**config.mk**
```make
export PLATFORM = sky130hd
export DESIGN_NAME = trace_capture_ctrl
export DESIGN_NICKNAME = d
export VERILOG_FILES = /design/src/rtl/trace_capture_ctrl.sv
export SDC_FILE = /design/constraint.sdc
export NUM_CORES = 1
export LEC_CHECK = 0
export BUFFER_PORTS_ARGS = -buffer_cell sky130_fd_sc_hd__buf_4
export CAP_MARGIN = 25
export CORE_UTILIZATION = 62
export DETAILED_ROUTE_END_ITERATION = 6
export PLACE_DENSITY = 0.89
export SLEW_MARGIN = 10
export SYNTH_ARGS = -nofsm -noshare
export SYNTH_HDL_FRONTEND = slang
export SYNTH_SLANG_ARGS = --single-unit
```
**constraint.sdc**
```tcl
create_clock -name trace_clk -period 4.5 [get_ports trace_clk]
set_input_delay 0.9 -clock trace_clk [delete_from_list [all_inputs] [get_ports trace_clk]]
set_output_delay 0.9 -clock trace_clk [all_outputs]
set_load 0.01 [all_outputs]
```
**src/rtl/trace_capture_ctrl.sv**
```systemverilog
// Trace capture sequencer: arm, wait for a trigger edge, optional delay, then
// capture a bounded (or unbounded) run of trace words into the capture FIFO.
module trace_capture_ctrl #(
  parameter int pCNT_WIDTH   = 32,
  parameter int pTRIGW_WIDTH = 8
) (
  input  logic                    trace_clk,
  input  logic                    reset_n,
  input  logic                    I_arm,
  input  logic                    I_abort,
  input  logic                    I_trig,
  input  logic [pCNT_WIDTH-1:0]   I_trig_delay,
  input  logic [pCNT_WIDTH-1:0]   I_capture_len,
  input  logic [pTRIGW_WIDTH-1:0] I_trig_width,
  input  logic                    I_data_valid,
  input  logic                    I_fifo_full,
  output logic                    O_fifo_wr,
  output logic                    O_arm,
  output logic                    O_capturing,
  output logic                    O_trig_out,
  output logic                    O_done,
  output logic                    O_overflow,
  output logic [pCNT_WIDTH-1:0]   O_count
);

  typedef enum logic [2:0] {
    S_IDLE,
    S_ARMED,
    S_DELAY,
    S_CAPTURE,
    S_DONE
  } state_t;

  state_t                  r_state;
  state_t                  w_state_next;
  logic                    r_trig_q;
  logic [pCNT_WIDTH-1:0]   r_dly_cnt;
  logic [pCNT_WIDTH-1:0]   r_count;
  logic [pTRIGW_WIDTH-1:0] r_pulse_rem;
  logic                    r_trig_out;
  logic                    r_done;
  logic                    r_overflow;

  logic                    w_trig_rise;
  logic                    w_fire;
  logic                    w_clear;
  logic                    w_wr;
  logic                    w_drop;
  logic                    w_len_hit;
  logic [pCNT_WIDTH-1:0]   w_count_inc;

  assign w_trig_rise = I_trig & ~r_trig_q;
  assign w_wr        = (r_state == S_CAPTURE) & I_data_valid & ~I_fifo_full;
  assign w_drop      = (r_state == S_CAPTURE) & I_data_valid & I_fifo_full;
  assign w_count_inc = (&r_count) ? r_count : r_count + pCNT_WIDTH'(1);
  assign w_len_hit   = w_wr && (I_capture_len != '0) && (w_count_inc == I_capture_len);

  always_ff @(posedge trace_clk or negedge reset_n) begin
    if (!reset_n) begin
      r_state <= S_IDLE;
    end else begin
      r_state <= w_state_next;
    end
  end

  always_comb begin
    w_state_next = r_state;
    w_fire       = 1'b0;
    w_clear      = 1'b0;
    case (r_state)
      S_IDLE, S_DONE: begin
        if (I_arm && !I_abort) begin
          w_state_next = S_ARMED;
          w_clear      = 1'b1;
        end
      end
      S_ARMED: begin
        if (I_abort) begin
          w_state_next = S_IDLE;
        end else if (w_trig_rise) begin
          w_fire = 1'b1;
          // A delay of 1 lands on the same cycle as no delay: capture starts the cycle after the edge.
          w_state_next = (I_trig_delay > pCNT_WIDTH'(1)) ? S_DELAY : S_CAPTURE;
        end
      end
      S_DELAY: begin
        if (I_abort) begin
          w_state_next = S_IDLE;
        end else if (r_dly_cnt <= pCNT_WIDTH'(1)) begin
          w_state_next = S_CAPTURE;
        end
      end
      S_CAPTURE: begin
        if (I_abort || w_len_hit) begin
          w_state_next = S_DONE;
        end
      end
      default: w_state_next = S_IDLE;
    endcase
  end

  always_ff @(posedge trace_clk or negedge reset_n) begin
    if (!reset_n) begin
      r_trig_q    <= 1'b0;
      r_dly_cnt   <= '0;
      r_count     <= '0;
      r_pulse_rem <= '0;
      r_trig_out  <= 1'b0;
      r_done      <= 1'b0;
      r_overflow  <= 1'b0;
    end else begin
      r_trig_q <= I_trig;

      if (w_fire) begin
        r_dly_cnt <= I_trig_delay - pCNT_WIDTH'(1);
      end else if (r_state == S_DELAY) begin
        r_dly_cnt <= r_dly_cnt - pCNT_WIDTH'(1);
      end

      if (w_clear) begin
        r_count    <= '0;
        r_done     <= 1'b0;
        r_overflow <= 1'b0;
      end else begin
        if (w_wr) begin
          r_count <= w_count_inc;
        end
        if (w_drop) begin
          r_overflow <= 1'b1;
        end
        if ((r_state == S_CAPTURE) && (w_state_next == S_DONE)) begin
          r_done <= 1'b1;
        end
      end

      // Pulse runs to completion regardless of state; new edges are ignored meanwhile.
      if (r_trig_out) begin
        if (r_pulse_rem == '0) begin
          r_trig_out <= 1'b0;
        end else begin
          r_pulse_rem <= r_pulse_rem - pTRIGW_WIDTH'(1);
        end
      end else if (w_fire) begin
        r_trig_out  <= 1'b1;
        r_pulse_rem <= (I_trig_width == '0) ? '0 : I_trig_width - pTRIGW_WIDTH'(1);
      end
    end
  end

  assign O_fifo_wr   = w_wr;
  assign O_arm       = (r_state == S_ARMED) || (r_state == S_DELAY);
  assign O_capturing = (r_state == S_CAPTURE);
  assign O_trig_out  = r_trig_out;
  assign O_done      = r_done;
  assign O_overflow  = r_overflow;
  assign O_count     = r_count;

endmodule

```
### Word-level counts from Yosys, hierarchy flattened

Index checks and enable logic that the tools add are counted.

* bits in registers: 79
* output and inout port bits: 38
* logic and storage cells: 76

* $add $sub $neg: 5
* order comparisons: 2
* eq/ne operators: 7
* muxes and demuxes: 29
* bitwise logic cells: 6
* reductions and logical operators: 19

Operators by type and width (number)
* two-way mux 32 bit: 5
* subtractor 32 x 1 -> 32 bit, second input constant: 2
* adder 32 x 1 -> 32 bit, second input constant: 1
* == test 32 bit: 1
* greater-than comparator 32 x 1 -> 1 bit, second input constant: 1
* less-or-equal comparator 32 x 1 -> 1 bit, second input constant: 1
* two-way mux 8 bit: 4
* AND reduction 32 bit: 1
* nonzero test 32 bit: 1
* two-way mux 3 bit: 6
* zero test 8 bit: 2
* subtractor 8 x 1 -> 8 bit, second input constant: 2
* two-way mux 1 bit: 13
* one-hot mux 3 bit (4 select lines): 1
* nonzero test 2 bit: 5
* == test 3 x 2 -> 1 bit, second input constant: 2
* == test 3 bit, second input constant: 2
* bitwise AND 1 bit: 4
* logical AND 1 bit: 4
* == test 3 x 1 -> 1 bit, second input constant: 1
* zero test 3 bit: 1
* logical OR 1 bit: 2
* != test 2 bit, second input constant: 1
* NOT 1 bit: 2
* other kinds (3): 3

### Depth between registers and ports, before layout

Gate-level depths: netlist of run 1.

* depth after elaboration: 12
* gate-level depth with buffers: 12

### Least setup slack after synthesis of run 1

OpenSTA, ideal clock, no wires.

* kind: input to register
* start point: in I_trig_delay[6]
* end point: reg r_dly_cnt[19]
* setup time: 132 ps
* data arrival time: 2915 ps
* data required time: 4368 ps
* setup slack: 1453 ps
* cell stages on the path: 7
* cells stage by stage: or4_1 -> or4_1 -> clkbuf_1 -> or3_1 -> or4_1 -> xor2_1 -> o21ai_1

* longest elaborated chain between the ends: 2

Ends and longest elaborated chain
* from (decl): line 12 `input logic [pCNT_WIDTH-1:0] I_trig_delay,`
* subtractor 32 x 1 -> 32 bit: line 115 `r_dly_cnt <= I_trig_delay - pCNT_WIDTH'(1);`
* two-way mux 32 bit: line 114 `if (w_fire) begin`
* to (signal assigned): line 115
* to (signal assigned): line 117 `r_dly_cnt <= r_dly_cnt - pCNT_WIDTH'(1);`
* to (decl): line 37 `logic [pCNT_WIDTH-1:0] r_dly_cnt;`

Every way passes these cells.
A chain may end at the register's enable or synchronous reset.

### Final worst setup path of run 1

* start point: reg r_count[1] (netlist: O_count[1])
* end point: reg r_state[1]

* longest elaborated chain between the ends: 7
* elaborated cells between the ends (all ways): 8

Ends and longest elaborated chain
* from (decl): line 38 `logic [pCNT_WIDTH-1:0] r_count;`
* from (signal assigned): line 126 `r_count <= w_count_inc;`
* adder 32 x 1 -> 32 bit or AND reduction 32 bit (tied branches): line 55 `assign w_count_inc = (&r_count) ? r_count : r_count + pCNT_WIDTH'(1);`
* two-way mux 32 bit (*): line 55
* == test 32 bit (*): line 56 `assign w_len_hit = w_wr && (I_capture_len != '0) && (w_count_inc == I_capture_len);`
* logical AND 1 bit (*): line 56
* logical OR 1 bit (*): line 94 `if (I_abort || w_len_hit) begin`
* two-way mux 3 bit (*): line 94
* one-hot mux 3 bit (4 select lines) (*): line 70 `case (r_state)`
* net w_state_next[1]: line 35 `state_t w_state_next;`
* to (signal assigned): line 62 `r_state <= w_state_next;`
* to (decl): line 34 `state_t r_state;`

Mark *: on every way through the listed nets, which the timed path passes. The rest lies on a longest branch.

==> impl_results.md, run 1 <==
* Number of global-route vias before repair at 6,343
* Die W at 103.5 um
* CP Launch Type: flop
* R2r worst-path depth at 9
* Leakage at 3.002 nW
* Global route overflow at 0
* Fillers at roughly 730
* Primary FF master, synth: dfrtp_1
* Final Max Tran Viols at 0
* Worst-Skew Late Latency at 370 ps
* Hold-fix buffers, CTS at 0
* Async set-reset flop share out of synthesis at 100.0%
* Mapped Cells at 782
* Clock tree buffer depth at 2
* First-pass DRT Iterations at 7
* Slew @ Worst Pin at 964.2 ps
* PwrDens at between 200 and 250 nW/um^2
* Routed vias at 6,740
* Synth cell types at between 70 and 80
* Crit Path Class: reg -> reg
* Clock sinks at slightly below 80
* Routed WL at 19,300 um
* Placed cell area at 7274 um^2
* P&R area growth vs syn at 17.49%
* Status: completed
* Net Count, Synth at between 800 and 900
* Setup tns final at 0 ps
* Fin crit period at 3567 ps
* Fin. Hold Viols at 0
* Worst hold path type: in -> async
* Flops & latches, synth at between 70 and 80
* Critical Path AT at 3800 ps
* Initial DRC count at 728
* Root buf cell: clkbuf_8
* CP Data Required Time at 4730 ps
* Die Ht at a little over 100 um
* Post-DRT Antenna Nets at 0
* Setup-failing EPs final at 0
* Skew final at 13.52 ps
* RSZ-0062 raised after global routing: no
* Crit Path Max Fanout at 6
* Worst R2R Setup Slack at 930 ps
* Fin util at 76.08%
* Slew headroom at 35.13%
* Post-CTS Setup Bufs at 0
* Core area at 9864 um^2
* Cell area after layout at 7505 um^2
* Diodes inserted at 0
* Detailed placement HPWL at between 10,000 and 15,000 um
* Fin nets at 959
* R2r endpoint: r_state[1]$_DFF_PN0_
* Commonest cells post-synth: nand2_1 (81), dfrtp_1 (79), nor2_1 (67), o21ai_0 (64), xnor2_1 (62)
* Top post-synthesis cells by area: dfrtp_1 (31%), xnor2_1 (8.5%), xor2_1 (5.6%)
* Largest net degree at the start of global routing at 80
* Seq/Total Area, Yosys at 30.95%
* Initial antenna violation count at 0
* Most numerous cell in the Yosys netlist: nand2_1
* # resized after CTS at 0
* Share of cells above drive strength 1 at 19.48%
* Clock H-tree levels at 3
* Critical Path Start: O_count[1]$_DFFE_PN0P_
* Avg Cell Area, Syn at just over 8 um^2
* Cell Rows at 36
* Gr usage total at 36.88%
* Io pins at 117
* Yosys top cell area share at 30.95%
* CTS tree: built
* Max frequency at 280.3 MHz
* Most area-hungry cell type in the Yosys netlist: dfrtp_1
* Final period util at 79.27%
* Initial Util at 64.75%
* Synthesized area at around 6400 um^2
* DRC viols at 0
* PortBufs at 116
* EDFF count, synth at 0
* CTS clk-pin slew, worst paths at around 90 ps
* Mean number of vias per cell at between 6 and 7
* Wire length per cell at 19.09 um
* Placer Congestion at 1.018
* # Max-Cap Violations at 0
* Total CTS buffers at 9
* CP Capture Type: flop
* VDD IR max at 180.6 uV
* RR Startpoint: O_count[1]$_DFFE_PN0P_
* First-pass GRT wire length at roughly 32,000 um
* Yosys warnings at 0
* Die area at between 10,000 and 15,000 um^2
per-layer routing:
layer / wire, um / global-route usage [%]
met5: 0 / 0
met4: 625 / 13.46
met3: 2277 / 7.930
met2: 8459 / 55.99
met1: 7934 / 51.77
cell families after synthesis:
family / count (synthesis) / synth area share, %
XOR/XNOR: 103 / 14.12
buffers and inverters: 64 / 4.427
AO/OA/AOI/OAI: 182 / 18.96
AND/OR/NAND/NOR: 342 / 29.36
adder cells (fa/ha/maj): 7 / 1.371
multiplexers: 5 / 0.8031
flip-flops: 79 / 30.95
area by class of cell:
class	instances	area (um^2)	share of cell area, %
Sequential cell	79	1977	26.34
Multi-Input combinational cell	639	4133	55.07
Clock buffer	9	123.9	1.651
Timing Repair Buffer	124	950.9	12.67
Tap cell	133	166.4	2.217
Clock inverter	7	78.83	1.050
Inverter	20	75.07	1.000
cell usage in the layout (no fill, tap or decap), types with 10 or more instances in the layout:
master and instances:
nand3b_1 10, xor2_1 41, nor2_1 67, o21ai_0 64
dfrtp_1 79, inv_1 20, nand3_1 21, and4_1 12
nor3_1 31, a21oi_1 29, or4_1 10, nand4_1 25
nand2_1 81, nor4_1 24, or3_1 10, xnor2_1 62
buf_4 123, o31ai_1 10
registers in the layout, indices dropped and copies added, names as in the netlist:
name and flops:
O_count 32, O_done 1, O_overflow 1, O_trig_out 1, r_dly_cnt 32, r_pulse_rem 8, r_state 3, r_trig_q 1
worst max-delay path by stage:
stage                                      end  slack [ps]  cells past startpoint
floorplan            r_dly_cnt[19]$_DFFE_PN0P_        1450                      7
global placement    r_pulse_rem[4]$_DFFE_PN0P_        1110                      7
detailed placement  r_pulse_rem[4]$_DFFE_PN0P_        1030                      7
CTS                       r_state[1]$_DFF_PN0_        1120                      8
global route              r_state[2]$_DFF_PN0_         850                      8
finish                    r_state[1]$_DFF_PN0_         930                      9
worst max-delay path, cell delays in order (launching register included):
cell and delay, ps:
dfrtp_1 460, ha_1 340, nand3_1 220, nor4_2 840
nand3_1 290, nor3b_1 220, a311oi_1 300, nand4_1 260
nor4b_4 400, a211oi_1 90
power breakdown:
part | switching, mW | internal (mW)
clock network | 0.306 | 0.263
registers | 0.106 | 0.800
logic | 0.193 | 0.181
total | 0.606 | 1.24
metrics by stage:
stage	instances	power [mW]	worst slack, ps	hold slack (ps)
after global placement	994	1.246	1115	476.6
after global routing	1011	1.929	850.3	442.1
after floorplan	782	1.106	1453	454.0
after CTS	1010	1.838	1117	500.1
after detailed placement	994	1.274	1025	487.0
final	1011	1.850	933.0	422.1
Note: power is estimated with default switching activity, not from simulation.
==> inputs of run 2 (changes only) <==
--- a/config.mk
+++ b/config.mk
@@ -7,9 +7,9 @@
 export LEC_CHECK = 0
 export BUFFER_PORTS_ARGS = -buffer_cell sky130_fd_sc_hd__buf_4
 export CAP_MARGIN = 25
-export CORE_UTILIZATION = 62
+export CORE_UTILIZATION = 52
 export DETAILED_ROUTE_END_ITERATION = 6
-export PLACE_DENSITY = 0.89
+export PLACE_DENSITY = 0.79
 export SLEW_MARGIN = 10
 export SYNTH_ARGS = -nofsm -noshare
 export SYNTH_HDL_FRONTEND = slang
==> constraint.sdc (replaced) <==
create_clock -name trace_clk -period 3 [get_ports trace_clk]
set_input_delay 0.6 -clock trace_clk [delete_from_list [all_inputs] [get_ports trace_clk]]
set_output_delay 0.6 -clock trace_clk [all_outputs]
set_load 0.01 [all_outputs]
==> run 2 against run 1 <==
Net effect:
- sequential cell count did not move
- maximum frequency rose by 24%
- clock-buffer cell count rose by 4
- critical path depth rose by 1
- hold slack got worse by 170 ps
- design area rose by 7.2%
- utilization fell by 9.1 points
- clock power rose by 81%
- die area rose by 19%
==> impl_results.md, run 2 (synthesis results as in run 1) <==
* Status: completed
* Crit Path Class: reg -> reg
* Worst-Skew Late Latency at between 300 and 400 ps
* Final Non-Filler Cells at 1,085
* Clock H-tree levels at 3
* Cell Chain, Critical Path: ha_1 > buf_4 > and2_1 > buf_4 > a311oi_2 > xnor2_1 > a211oi_1 > nand4_1 > nor4b_4 > o21bai_1
* RR Startpoint: O_count[0]$_DFFE_PN0P_
* PortBufs at 116
* PwrDens at 363.8 nW/um^2
* Clock network fraction of design power at 35.0%
* Crit Path Max Fanout at 7
* Leakage at ~3.4 nW
* Die area at 12,730 um^2
* Fin. Hold Viols at 0
* Met3 Resource Use GR at a little over 5%
* # Max-Cap Violations at 0
* Io pins at roughly 120
* Most frequent cells in the layout: buf_4 (184), nand2_1 (81), dfrtp_1 (78)
* Final Max Tran Viols at 0
* Setup tns final at 0 ps
* Die W at 112.8 um
* Routed WL at roughly 20,000 um
* Slew @ Worst Pin at 661.7 ps
* Critical path's top delay family: simple AND/OR/NAND/NOR gates
* Crit path buf inv count at 2
* First-pass DRT Iterations at 5
* Critical Path AT at about 3200 ps
* Reg power frac at between 40% and 50%
* Max frequency at 346.3 MHz
* Worst R2R Setup Slack at 110 ps
* Routed vias at 6,756
* Met2 GRT Util at 52.06%
* CP Data Required Time at 3260 ps
* Combinational share of power at 18.9%
* Gr usage total at a little under a third
* Skew final at 7.948 ps
* CTS clk-pin slew, worst paths at 60 ps
* Clock tree buffer depth at 2
* Final period util at 96.26%
* Slew headroom at a little under three fifths
* Switching share of power at 29.73%
* Largest net degree at the start of global routing at 44
* Core area at 12,010 um^2
* Most common cell after layout, fill and taps aside: buf_4
* Post-DRT Antenna Nets at 0
* Post-Place Worst Slack at a little over 90 ps
* R2r worst-path depth at 10
* Initial antenna violation count at 0
* Root buf cell: clkbuf_16
* CTS tree: built
* GR peak layer: met2
* CP peak stage delay at 410 ps
* Internal Pwr Total at approximately 2.1 mW
* CP Launch Type: flop
* Switching power at 0.8704 mW
* Number of global-route vias before repair at 6,315
* Fin nets at 1,019
* Setup ws final at 112.2 ps
* VDD IR max at 227.0 uV
* Initial DRC count at 689
* Initial Util at 53.18%
* CP Capture Type: flop
* Wire length per cell at about 18 um
* Most used cell along the critical path: buf_4
* Diodes inserted at 0
* Met1 Usage GRT at 40.95%
* First-pass GRT wire length at around 32,000 um
* Placed cell area at approximately 7700 um^2
* Overall Power at around 3 mW
* Setup-failing EPs final at 0
* Fillers at ~1,000
* P&R area growth vs syn at 25.99%
* Placed Instances at roughly 1,100
* Die Ht at 112.8 um
* Worst hold path type: in -> async
* Fin util at 67.00%
* Crit path max-delay cell type: nor4b_4
* Hold_ws at 247.8 ps
* Cell area after layout at 8048 um^2
* DRC viols at 0
* Share of cells above drive strength 1 at 25.05%
* Detailed placement HPWL at 14,890 um
* Global route overflow at 0
* Fin crit period at slightly below 3000 ps
* Clock sinks at 79
* R2r endpoint: r_state[2]$_DFF_PN0_
* Hold-fix buffers, CTS at 0
* Mean number of vias per cell at 6.227
* Placer Congestion at 0.9944
* Cell Rows at 40
* Total CTS buffers at 9
## run 2: power by group through the flow
stage	logic, mW	clock network (mW)	registers, mW
final	0.554	1.03	1.35
after global routing	0.612	1.07	1.37
after CTS	0.552	1.04	1.34
after detailed placement	0.545	0	1.36
after global placement	0.535	0	1.35
after floorplan	0.332	0	1.33
## run 2: cell type report
cell class                 count  area, um^2  share of cell area (%)
clock buffer                  13       250.2                   3.109
inverter                      20       75.07                  0.9328
timing repair buffer         184        1381                   17.16
multi-input combinational    639        4160                   51.69
tap                          147       183.9                   2.285
clock inverter                 3       18.77                  0.2332
sequential                    79        1978                   24.58
## run 2: worst max path at each step
stage,from,endpoint,cells past startpoint
after CTS,O_count[12]$_DFFE_PN0P_,r_state[2]$_DFF_PN0_,8
after global routing,O_count[0]$_DFFE_PN0P_,r_state[2]$_DFF_PN0_,11
final,O_count[0]$_DFFE_PN0P_,r_state[2]$_DFF_PN0_,10
after detailed placement,I_trig_delay[6],r_dly_cnt[31]$_DFFE_PN0P_,9
after floorplan,O_count[0]$_DFFE_PN0P_,r_state[2]$_DFF_PN0_,9
after global placement,I_trig_delay[6],r_dly_cnt[31]$_DFFE_PN0P_,9
## run 2: per-layer routing
layer	part of all wire (%)	up-vias
met4	3.3	0
met3	8.7	56
met5	0	-
met1	41	3169
li1	-	3191
met2	47	340
## run 2: what timing repair did
action | CTS | global route
endpoints found under the setup margin | 0 | 4
gates resized for setup | 0 | 9
buffers inserted | 0 | 4
